**src/rtl/cpu_port_host_pkg.sv**
```systemverilog
// rtl/cpu_port_host_pkg.sv - shared INT FSM encodings and default queue depths
package cpu_port_host_pkg;

   localparam logic [1:0] S_IDLE    = 2'd0;
   localparam logic [1:0] S_PULSE   = 2'd1;
   localparam logic [1:0] S_HOLDOFF = 2'd2;

   localparam int DEF_OUT_DEPTH = 8;
   localparam int DEF_IN_DEPTH  = 8;

endpackage

```
**src/rtl/cpu_port_host_sync_fifo.sv**
```systemverilog
// rtl/cpu_port_host_sync_fifo.sv - single-clock FIFO, power-of-2 depth
module cpu_port_host_sync_fifo #(
   parameter int WIDTH = 8,
   parameter int DEPTH = 8
) (
   input  logic                     clk,
   input  logic                     rst,
   input  logic                     push,
   input  logic                     pop,
   input  logic [WIDTH-1:0]         din,
   output logic                     full,
   output logic                     empty,
   output logic [$clog2(DEPTH):0]   count,
   output logic [WIDTH-1:0]         head
);

   localparam int AW = $clog2(DEPTH);
   localparam logic [AW:0]   CNT_ONE  = 1;
   localparam logic [AW:0]   CNT_FULL = (AW+1)'(DEPTH);
   localparam logic [AW-1:0] PTR_ONE  = 1;

   logic [WIDTH-1:0] mem [DEPTH];
   logic [AW-1:0]    wr_ptr;
   logic [AW-1:0]    rd_ptr;
   logic             do_push;
   logic             do_pop;

   assign full  = (count == CNT_FULL);
   assign empty = (count == '0);
   assign head  = mem[rd_ptr];

   // A pop frees a slot in the same cycle, so a full FIFO can still take a push.
   assign do_pop  = pop & ~empty;
   assign do_push = push & (~full | do_pop);

   always_ff @(posedge clk) begin
      if (do_push) begin
         mem[wr_ptr] <= din;
      end
   end

   always_ff @(posedge clk or negedge rst) begin
      if (!rst) begin
         wr_ptr <= '0;
         rd_ptr <= '0;
         count  <= '0;
      end else begin
         if (do_push) begin
            wr_ptr <= wr_ptr + PTR_ONE;
         end
         if (do_pop) begin
            rd_ptr <= rd_ptr + PTR_ONE;
         end
         case ({do_push, do_pop})
            2'b10:   count <= count + CNT_ONE;
            2'b01:   count <= count - CNT_ONE;
            default: count <= count;
         endcase
      end
   end

endmodule

```
**src/rtl/cpu_port_host.sv**
```systemverilog
// rtl/cpu_port_host.sv - external-side partner of the CPU IN/OUT ports with interrupt pulse generator
module cpu_port_host
   import cpu_port_host_pkg::*;
#(
   parameter int OUT_DEPTH = DEF_OUT_DEPTH,
   parameter int IN_DEPTH  = DEF_IN_DEPTH,
   parameter int INT_PULSE = 2,
   parameter int INT_ON_RX = 1
) (
   input  logic       clk,
   input  logic       rst,
   input  logic [7:0] cpu_out_port,
   input  logic       cpu_out_we,
   input  logic       cpu_in_ack,
   input  logic       cpu_hlt,
   output logic [7:0] cpu_in_port,
   output logic       cpu_int,
   output logic [7:0] h_tx_data,
   output logic       h_tx_valid,
   input  logic       h_tx_ready,
   input  logic [7:0] h_rx_data,
   input  logic       h_rx_valid,
   output logic       h_rx_ready,
   input  logic       h_irq_req,
   output logic       in_avail,
   output logic       out_overflow,
   output logic       halted
);

   localparam logic [3:0] CNT_INIT = 4'(INT_PULSE - 1);
   localparam logic [$clog2(IN_DEPTH):0] IN_ONE = 1;

   logic                        out_full;
   logic                        out_empty;
   logic [$clog2(OUT_DEPTH):0]  out_count;
   logic                        tx_pop;
   logic                        in_full;
   logic                        in_empty;
   logic [$clog2(IN_DEPTH):0]   in_count;
   logic [7:0]                  in_head;
   logic                        in_push;
   logic                        in_pop;
   logic                        run_q;
   logic [7:0]                  in_last;
   logic                        irq_d;
   logic                        irq_rise;
   logic                        rx_new;
   logic                        trigger;
   logic [1:0]                  state;
   logic [3:0]                  cnt;
   logic                        pending;
   logic                        unused_out_count;

   assign unused_out_count = ^out_count;

   assign h_tx_valid = ~out_empty;
   assign tx_pop     = h_tx_valid & h_tx_ready;

   cpu_port_host_sync_fifo #(.WIDTH(8), .DEPTH(OUT_DEPTH)) u_out_fifo (
      .clk   (clk),
      .rst   (rst),
      .push  (cpu_out_we),
      .pop   (tx_pop),
      .din   (cpu_out_port),
      .full  (out_full),
      .empty (out_empty),
      .count (out_count),
      .head  (h_tx_data)
   );

   // run_q keeps h_rx_ready low while reset is held, even though the count reads empty.
   assign h_rx_ready = run_q & ~in_full;
   assign in_avail   = ~in_empty;
   assign in_push    = h_rx_valid & h_rx_ready;
   assign in_pop     = cpu_in_ack & in_avail;

   cpu_port_host_sync_fifo #(.WIDTH(8), .DEPTH(IN_DEPTH)) u_in_fifo (
      .clk   (clk),
      .rst   (rst),
      .push  (in_push),
      .pop   (in_pop),
      .din   (h_rx_data),
      .full  (in_full),
      .empty (in_empty),
      .count (in_count),
      .head  (in_head)
   );

   assign cpu_in_port = in_avail ? in_head : in_last;

   assign irq_rise = h_irq_req & ~irq_d;
   assign trigger  = irq_rise | rx_new;

   always_ff @(posedge clk or negedge rst) begin
      if (!rst) begin
         run_q        <= 1'b0;
         in_last      <= 8'h00;
         irq_d        <= 1'b0;
         rx_new       <= 1'b0;
         out_overflow <= 1'b0;
         halted       <= 1'b0;
      end else begin
         run_q  <= 1'b1;
         irq_d  <= h_irq_req;
         halted <= cpu_hlt;
         if (in_avail) begin
            in_last <= in_head;
         end
         // A fresh byte reaches the head either by landing in an empty queue or by popping onto a waiting one.
         rx_new <= (INT_ON_RX != 0) &&
                   ((in_push && in_empty) || (in_pop && (in_count > IN_ONE)));
         if (cpu_out_we && out_full && !tx_pop) begin
            out_overflow <= 1'b1;
         end
      end
   end

   always_ff @(posedge clk or negedge rst) begin
      if (!rst) begin
         state   <= S_IDLE;
         cnt     <= 4'd0;
         cpu_int <= 1'b0;
         pending <= 1'b0;
      end else if (cpu_hlt) begin
         state   <= S_IDLE;
         cnt     <= 4'd0;
         cpu_int <= 1'b0;
         pending <= 1'b0;
      end else begin
         case (state)
            S_IDLE: begin
               if (trigger || pending) begin
                  state   <= S_PULSE;
                  cnt     <= CNT_INIT;
                  cpu_int <= 1'b1;
                  pending <= 1'b0;
               end
            end
            S_PULSE: begin
               if (irq_rise) begin
                  pending <= 1'b1;
               end
               if (cnt == 4'd0) begin
                  state   <= S_HOLDOFF;
                  cpu_int <= 1'b0;
               end else begin
                  cnt <= cnt - 4'd1;
               end
            end
            S_HOLDOFF: begin
               if (trigger) begin
                  pending <= 1'b1;
               end
               if (cpu_in_ack || !in_avail) begin
                  state <= S_IDLE;
               end
            end
            default: begin
               state   <= S_IDLE;
               cpu_int <= 1'b0;
            end
         endcase
      end
   end

endmodule

```
**config.mk**
```make
export PLATFORM = sky130hd
export DESIGN_NAME = cpu_port_host
export DESIGN_NICKNAME = d
export VERILOG_FILES = /design/src/rtl/cpu_port_host_pkg.sv /design/src/rtl/cpu_port_host_sync_fifo.sv /design/src/rtl/cpu_port_host.sv
export SDC_FILE = /design/constraint.sdc
export NUM_CORES = 1
export LEC_CHECK = 0
export CAP_MARGIN = 20
export CORE_ASPECT_RATIO = 1.2
export CORE_MARGIN = 2
export CORE_UTILIZATION = 25
export CTS_CLUSTER_SIZE = 12
export DETAILED_ROUTE_END_ITERATION = 10
export PLACE_DENSITY = 0.48
export SLEW_MARGIN = 20
export SYNTH_ARGS = -nofsm -noshare
export SYNTH_HDL_FRONTEND = slang
export SYNTH_HIERARCHICAL = 1
export SYNTH_SLANG_ARGS = --single-unit
```
**constraint.sdc**
```tcl
create_clock -name clk -period 4 [get_ports clk]
set_input_delay 0.8 -clock clk [delete_from_list [all_inputs] [get_ports clk]]
set_output_delay 0.8 -clock clk [all_outputs]
set_load 0.01 [all_outputs]
```
==> flow_metrics.py <==
metrics = {
    "synth": {
        "synth_fa_ha_area_share_pct": 2.91,
        "synth_top_area_cell": "edfxtp_1",
        "synth_edf_count": 128,
        "yosys_warnings": 6,
        "synth-seq-cells": 169,
        "synthesis.instances": 443,
        "synth_seq_area_share_pct": 65.8,
        "ys_async_sr_fraction_pct": 24.3,
        "synth_area_leaders": "edfxtp_1 (52%), dfrtp_1 (14%), mux4_1 (7.8%), mux2_2 (4.1%), mux4_2 (3.0%)",
        "synth_top_family_by_area": "multiplexers",
        "synth_most_common_cell": "edfxtp_1",
        "synth_xor_area_share_pct": 1.30,
        "syn-num-nets": 483,
        "muxShareOfSynthArea_pct": 15.7,
        "synth_top_area_share_pct": 52.0,
        "synth_top_flop_cell": "edfxtp_1",
        "synth_common_cells": "edfxtp_1 (128), dfrtp_1 (41), mux2_2 (27), nand2_1 (26)",
        "synthSimpleGateAreaFrac_pct": 6.56,
        "synth.distinct_cells": 62,
        "syn_area_sq_um": 7400,
        "synth-compound-area-share_pct": 4.89,
        "syn_area_per_cell_sq_um": 16.7,
    },
    "cts": {
        "clkLatencyLatePin_ns": 0.43,
        "clk_pin_slew_worst_paths_ns": 0.08,
        "cts_setup_buffers": 0,
        "cts.sinks": 169,
        "cts-resized-gates": 0,
        "ctsHoldBuffers": 0,
        "cts_max_level": 4,
        "cts_tree": "built",
        "clock_tree.root_cell": "clkbuf_16",
        "cts_made_buffers": 17,
        "cts_buffer_depth": 2,
    },
    "grt": {
        "gr-total-overflow": 0,
        "grt_usage_pct": 10.4,
        "grt_pass1_wl_microns": 24400,
        "antenna_found_initial": 1,
        "grt_pass1_vias": 4377,
        "grt_start_max_net_pins": 26,
    },
    "worst_setup_path": {
        "rrSetupSlack_ns": 0.68,
        "crit_path_end_kind": "output pin",
        "cp.arrival_ns": 2.78,
        "r2r_cells": 11,
        "cp-start-kind": "flip-flop",
        "crit_required_ns": 3.20,
        "rr_endpoint": "u_in_fifo/count[3]",
        "crit_type": "flip-flop to output pin",
        "timing.rr.start": "u_in_fifo/count[2]",
        "cp_max_fo": 16,
        "startpoint": "u_in_fifo/rd_ptr[0]",
    },
    "layout": {
        "fillCellCount": 2914,
        "drive_above_1_share_pct": 20.3,
        "seq_area_sq_um": 4870,
        "post-route-cell-area_sq_um": 8960,
        "fin_nets": 553,
        "diodes": 0,
        "multi_input_area_sq_um": 2320,
        "area_delta_synth_final_pct": 21.2,
    },
    "flow_run": {
        "drv_cap": 0,
    },
    "routing": {
        "via_per_inst": 4.40,
        "num_vias": 4032,
        "antenna_left": 0,
        "wl_met2_microns": 8090,
        "wl_met3_microns": 568,
        "top_layer": "met5",
        "wl_per_cell_microns": 16.8,
        "drc": 0,
        "drt_iter0_markers": 195,
        "dr.pass1.iters": 4,
        "routed_wl_microns": 15400,
        "m1WireLength_microns": 6530,
    },
    "sta": {
        "maxSlewViolCount": 0,
        "timing.setup.tns_ns": 0,
        "slew_headroom_pct": 46.2,
        "fmax_ghz": 0.280,
        "final-hold-violation-count": 0,
        "period_needed_ns": 3.58,
        "setup_viol": 0,
        "worstMarginPinSlew_ns": 0.808,
        "fin_crit_sh_pct": 89.4,
        "rsz0062_at_grt": "false",
        "finalClockSkew_ns": 0.0133,
    },
    "placement": {
        "dp_hpwl_microns": 9830,
        "port_buffers": 45,
        "finalWeightedCongestion": 0.740,
        "postPlaceCellArea_sq_um": 8380,
    },
    "floorplan": {
        "io_pins": 46,
        "start_util_pct": 25.2,
        "dieArea_sq_um": 31000,
        "std_cell_rows": 69,
        "core_sq_um": 29400,
        "die_width_microns": 161,
        "die_h_microns": 192,
    },
    "status": {
        "status": "completed",
    },
    "power": {
        "p_per_area_nw_per_um2": 714,
        "ir_drop_mv": 0.269,
        "leakagePower_nw": 3.18,
    },
    "hold_path": {
        "hold_class": "input pin to async pin",
    },
}
-- worst max-delay path: stages (launching register included) --
cell,delay (ns)
dfrtp_1,0.39
buf_4,0.32
mux4_1,0.60
mux2_2,0.28
mux2_2,0.27
clkdlybuf4s50_1,0.49
-- power by group --
part	total, mW	switching [mW]	internal [mW]
Combinational	2.24	1.02	1.22
Clock	1.63	0.788	0.837
Sequential	2.54	0.318	2.22
Total	6.40	2.12	4.28
-- cell type report --
type / count / share of cell area (%)
clock buffer: 18 / 4.79
clock inverter: 14 / 1.68
inverter: 22 / 0.921
multi-input combinational: 235 / 25.9
sequential: 169 / 54.3
tap: 390 / 5.44
timing repair buffer: 68 / 6.90
-- sequential cells by signal (all words and copies together) (netlist names) --
register           flops
u_in_fifo/mem         64
u_out_fifo/mem        64
in_last                8
cnt                    4
u_in_fifo/count        4
u_out_fifo/count       4
u_in_fifo/rd_ptr       3
u_in_fifo/wr_ptr       3
u_out_fifo/rd_ptr      3
u_out_fifo/wr_ptr      3
state                  2
cpu_int                1
halted                 1
irq_d                  1
out_overflow           1
pending                1
run_q                  1
rx_new                 1
-- stage by stage --
step	hold WS (ns)	instances	utilization [%]	worst slack, ns	power (mW)
2_1_floorplan	0.487	443	-	1.02	4.04
3_3_place_gp	0.483	884	28.6	0.717	4.76
3_5_place_dp	0.485	884	28.6	0.603	4.84
4_1_cts	0.417	916	30.5	0.363	6.50
5_1_grt	0.432	916	30.5	0.286	6.80
6_report	0.385	916	30.5	0.424	6.40
-- cell families (layout without fill, tap and decap cells) --
kind of cell | count (synthesis) | after routing
XOR/XNOR | 11 | 11
multiplexers | 64 | 64
buffers and inverters | 39 | 122
AND/OR/NAND/NOR | 95 | 95
other | 1 | 1
adder cells (fa/ha/maj) | 16 | 16
AO/OA/AOI/OAI | 48 | 48
flip-flops | 169 | 169
-- cells in the final DEF, fill, tap and decap left out, types with 11 or more instances in the layout --
cell             count
edfxtp_1           128
clkdlybuf4s50_1     44
dfrtp_1             41
mux2_2              27
nand2_1             26
buf_4               23
inv_1               22
nor2_1              22
mux4_1              22
clkbuf_16           17
ha_1                14
o21ai_0             11
-- metal layers --
metal / vias to the layer above / track usage (%)
met4: 2 / 3.74
met5: - / 0
met3: 21 / 2.24
li1: 1860 / -
met2: 86 / 18.7
met1: 2063 / 12.3
-- worst max-delay path by stage --
stage,end,slack [ns]
floorplan,u_in_fifo/count[3],1.02
global placement,u_in_fifo/count[3],0.72
detailed placement,u_in_fifo/count[3],0.60
CTS,cpu_in_port[4],0.36
global route,cpu_in_port[0],0.29
finish,cpu_in_port[0],0.42
Note: power is estimated with default switching activity, not from simulation.
==> RTL edit 1: new RTL, same flow settings <==
Change the package constant `DEF_OUT_DEPTH` from 8 to 16.
--- a/src/rtl/cpu_port_host_pkg.sv
+++ b/src/rtl/cpu_port_host_pkg.sv
@@ -6,5 +6,5 @@
    localparam logic [1:0] S_HOLDOFF = 2'd2;
 
-   localparam int DEF_OUT_DEPTH = 8;
+   localparam int DEF_OUT_DEPTH = 16;
    localparam int DEF_IN_DEPTH  = 8;
 
Check against the original RTL: not equivalent (a bounded check fails within 10 cycles, from zero or initial values and one cycle with rst low).
==> RTL edit 1 against the unedited design <==
  * Wire length up 37%
  * Total power up 33%
  * Final area up 35%
  * Largest cell class unchanged
  * Critical endpoint unchanged
  * Die area up 35%
  * Global-route usage down 0.12 points
  * Register-to-register slack better by 240 ps
  * Synthesized area up 36%
  * Sequential cell count up 67
  * Clock skew up 1.1 ps
  * Synthesized cell count up 32%
  * Largest power group unchanged
  * Combinational power up 28%
  * Worst setup slack worse by 52 ps
  * Fmax down 1.4%
==> RTL edit 1: results (changes against the unedited design) <==
Status: finished clean
H-Tree Level Count: 1 (-3)
Largest net degree at the start of global routing: 36 (+38%)
CP Max Fanout: 18 (+2)
Sequential cell area share: 56.76% (+2.4 points)
WHS: 359.2 ps (-25.91 ps)
Clk slew on worst S/H paths: 60 ps (-20 ps)
Average cell area after synthesis: 17.21 um2 (+3.1%)
All-Layer GR Usage: 10.29% (-0.12 points)
Buffers, non-clock: 79 (+16%)
Filler Cell Count: 3930 (+35%)
Global-route wire length before repair: 33.84 mm (+39%)
Post-synthesis xor/xnor area fraction: 1.135% (-0.17 points)
Inverters excl. clock: 23 (+4.5%)
TritonCTS Sinks: 236 (+40%)
Yosys cell types: 68 (+9.7%)
Number of flops mapped to enable cells by yosys: 192 (+50%)
CLK BUF: 39 (+21)
Mux cell area share after synthesis: 13.91% (-1.8 points)
1st-iter DRT viols: 405 (+110%)
CP max stage delay: 830 ps (+230 ps)
Switching Share: 31.11% (-2.0 points)
Placer Congestion: 0.7182 (-2.9%)
Final period util: 90.71% (+1.3 points)
Multi-input gate count: 301 (+28%)
Final Non-Filler Cells: 1220 (+33%)
Synth area leaders: edfxtp_1 (57%), dfrtp_1 (11%), mux4_2 (7.2%)
CP max stage cell: dfrtp_1
ClkCell Share: 6.856% (+0.39 points)
WP data arrival: 2830 ps (+50 ps)
Layout cells sized above 1: 19.36% (-0.98 points)
Peak VDD IR: 0.3839 mV (+43%)
Vias in the first global route: 5649 (+29%)
Post-route cell area: 12100 um2 (+35%)
Regs by FF count: u_out_fifo/mem: 128 flops, u_in_fifo/mem: 64 flops, in_last: 8 flops
Sequential power share: 39.4% (-0.3 points)
[RTL edit 1: cell count changes after synthesis, sizes merged, moves of 4 or more]
cell / unedited run / this run
mux2: 28 / 19
mux4: 32 / 48
a22oi: 1 / 17
nor2: 22 / 32
ha: 14 / 18
nand2: 26 / 32
nand3: 5 / 13
edfxtp: 128 / 192
[RTL edit 1: metal layers]
layer | up-vias | global-route usage, % | part of all wire [%]
met5 | - | 0 | 0
met2 | 80 | 18.41 | 51
li1 | 2467 | - | -
met3 | 28 | 1.699 | 3.3
met4 | 0 | 2.611 | 2.2
met1 | 2654 | 12.90 | 44
[RTL edit 1: final timing paths]
path | startpoint | to
setup / recovery | u_in_fifo/rd_ptr[1] | cpu_in_port[0]
hold / removal | rst | u_out_fifo/rd_ptr[1]
setup reg to reg | u_in_fifo/count[2] | u_in_fifo/count[3]
hold reg to reg | in_last[4] | in_last[4]
max in group asynchronous | rst | irq_d
min in group clk | in_last[4] | in_last[4]
==> RTL edit 2: new RTL, config.mk and constraints unchanged <==
Made on the original files. Reset style: synchronous (`rst`), changed in 3 clocked blocks.
--- a/src/rtl/cpu_port_host_sync_fifo.sv
+++ b/src/rtl/cpu_port_host_sync_fifo.sv
@@ -40,5 +40,5 @@
    end
 
-   always_ff @(posedge clk or negedge rst) begin
+   always_ff @(posedge clk) begin
       if (!rst) begin
          wr_ptr <= '0;
--- a/src/rtl/cpu_port_host.sv
+++ b/src/rtl/cpu_port_host.sv
@@ -92,5 +92,5 @@
    assign trigger  = irq_rise | rx_new;
 
-   always_ff @(posedge clk or negedge rst) begin
+   always_ff @(posedge clk) begin
       if (!rst) begin
          run_q        <= 1'b0;
@@ -116,5 +116,5 @@
    end
 
-   always_ff @(posedge clk or negedge rst) begin
+   always_ff @(posedge clk) begin
       if (!rst) begin
          state   <= S_IDLE;
Check against the original RTL: differs if rst is asserted again (counterexample within 4 cycles, from zero or initial values and one cycle with rst low); with rst held inactive, the same outputs for 10 cycles.
==> RTL edit 2 against the unedited design <==
  * Clock skew about the same
  * Total power decreased by 17%
  * Worst setup slack improved by 58 ps
  * First-iteration DRC count grew 45%
  * Final area grew 0.25%
  * Sequential cell count increased by 6
  * Wire length shrank 3.6%
  * Synthesized area grew 0.25%
  * Critical path type unchanged
  * Critical endpoint unchanged
  * Highest routed layer is now met4
==> RTL edit 2: results (changes against the unedited design) <==
Status: finished clean
Worst Max-Slew Pin Slew: 834.7 ps (+27.01 ps)
Commonest cells post-synth: edfxtp_1 (128), dfxtp_1 (47), nor2_1 (34), mux4_1 (20), nand2_1 (17)
Max Used Layer: met4
CP max stage cell: mux4_1
DR pass1 iterations: 4 (unchanged)
Hold Path Class: reg2reg
Routing usage on met2: 19.25% (+0.58 points)
Post-synthesis compound-gate area fraction: 5.011% (+0.12 points)
Yosys cell types: 54 (-13%)
Largest net degree at the start of global routing: 18 (-31%)
Layout cells sized above 1: 17.95% (-2.4 points)
Number of flops mapped to enable cells by yosys: 128 (unchanged)
CTS max path bufs: 2 (unchanged)
Placed Area: 8397 um2 (+0.16%)
Post-Syn Instances: 467 (+5.4%)
Clk slew on worst S/H paths: 70 ps
Final Non-Filler Cells: 936 (+2.2%)
Cell family with most CP delay: multiplexers
Final Setup Violations: 0 (unchanged)
M1 WL: 6.154 mm (-5.8%)
Filler Cell Count: 2842 (-2.5%)
Peak VDD IR: 0.2379 mV (-11%)
Met1 usage: 10.43% (-1.9 points)
CTS buffer count: 17 (unchanged)
Met3 usage: 2.665% (+0.43 points)
H-Tree Level Count: 4 (unchanged)
All-Layer GR Usage: 10.04% (-0.37 points)
Global-route wire length before repair: 23.34 mm (-4.2%)
Met3 WL: 414 um (-27%)
Placed Cells: 904 (+2.3%)
DR WL/cell: 15.85 um (-5.7%)
Fin Clk Skew: 12.86 ps (-0.4864 ps)
CP max stage delay: 590 ps
Vias per Instance: 4.397 (about the same)
Vias in the first global route: 4362 (-0.34%)
Placer Congestion: 0.7234 (-2.2%)
Worst slack, placed: 875.4 ps (+272.1 ps)
Synth area leaders: edfxtp_1 (52%), dfxtp_1 (13%), mux4_1 (7.1%)
Post-synthesis xor/xnor area fraction: 1.417% (+0.11 points)
P_leak: 3.052 nW (-4.2%)
WP data arrival: 2720 ps (-60 ps)
Clock Tree Root: clkbuf_16
Ys flop type: edfxtp_1
Synth Area in Adders: 2.565% (-0.34 points)
1st-iter DRT viols: 282 (+45%)
Synth Net Count: 505 (+4.6%)
Setup bufs post-CTS: 0 (unchanged)
Synth top area share: 51.83% (-0.13 points)
Mux cell area share after synthesis: 15.32% (-0.39 points)
Nets@finish: 571 (+3.3%)
CP Max Fanout: 16 (unchanged)
Asr flop ratio synth: 0% (-24 points)
Met2 wire len: 8.053 mm (-0.40%)
HPWL Detailed: 10.20 mm (+3.8%)
Initial antenna violation count: 0 (-1)
Register area share after synthesis: 64.52% (-1.3 points)
Port Buffers: 45 (unchanged)
Worst-Skew Late Latency: 430 ps (about the same)
[RTL edit 2: worst paths after layout]
check,cells after the start,to,slack [ps],startpoint
hold / removal,2,cpu_int,470,cpu_int
hold reg to reg,2,cpu_int,470,cpu_int
setup reg to reg,11,u_in_fifo/count[3],1030,u_in_fifo/count[1]
setup / recovery,5,cpu_in_port[0],480,register
[RTL edit 2: power breakdown]
part,internal (mW),switching [mW]
sequential,2.09,0.0989
clock,0.936,0.719
combinational,0.732,0.711
total,3.76,1.53
[RTL edit 2: layout make-up]
| type | instances | area, um2 | area share, % |
|---|---|---|---|
| flip-flops and latches | 175 | 4785 | 53.25 |
| multi-input cells | 252 | 2419 | 26.92 |
| repair buffers | 71 | 645.6 | 7.186 |
| well taps | 390 | 488.0 | 5.431 |
| clock buffers | 19 | 432.9 | 4.818 |
| clock inverters | 13 | 155.1 | 1.727 |
| inverters | 16 | 60.06 | 0.6684 |
[RTL edit 2: worst min-delay path: stages (launching register included)]
cell and delay [ps]:
dfxtp_1 310, nand2_1 50, mux2i_1 60
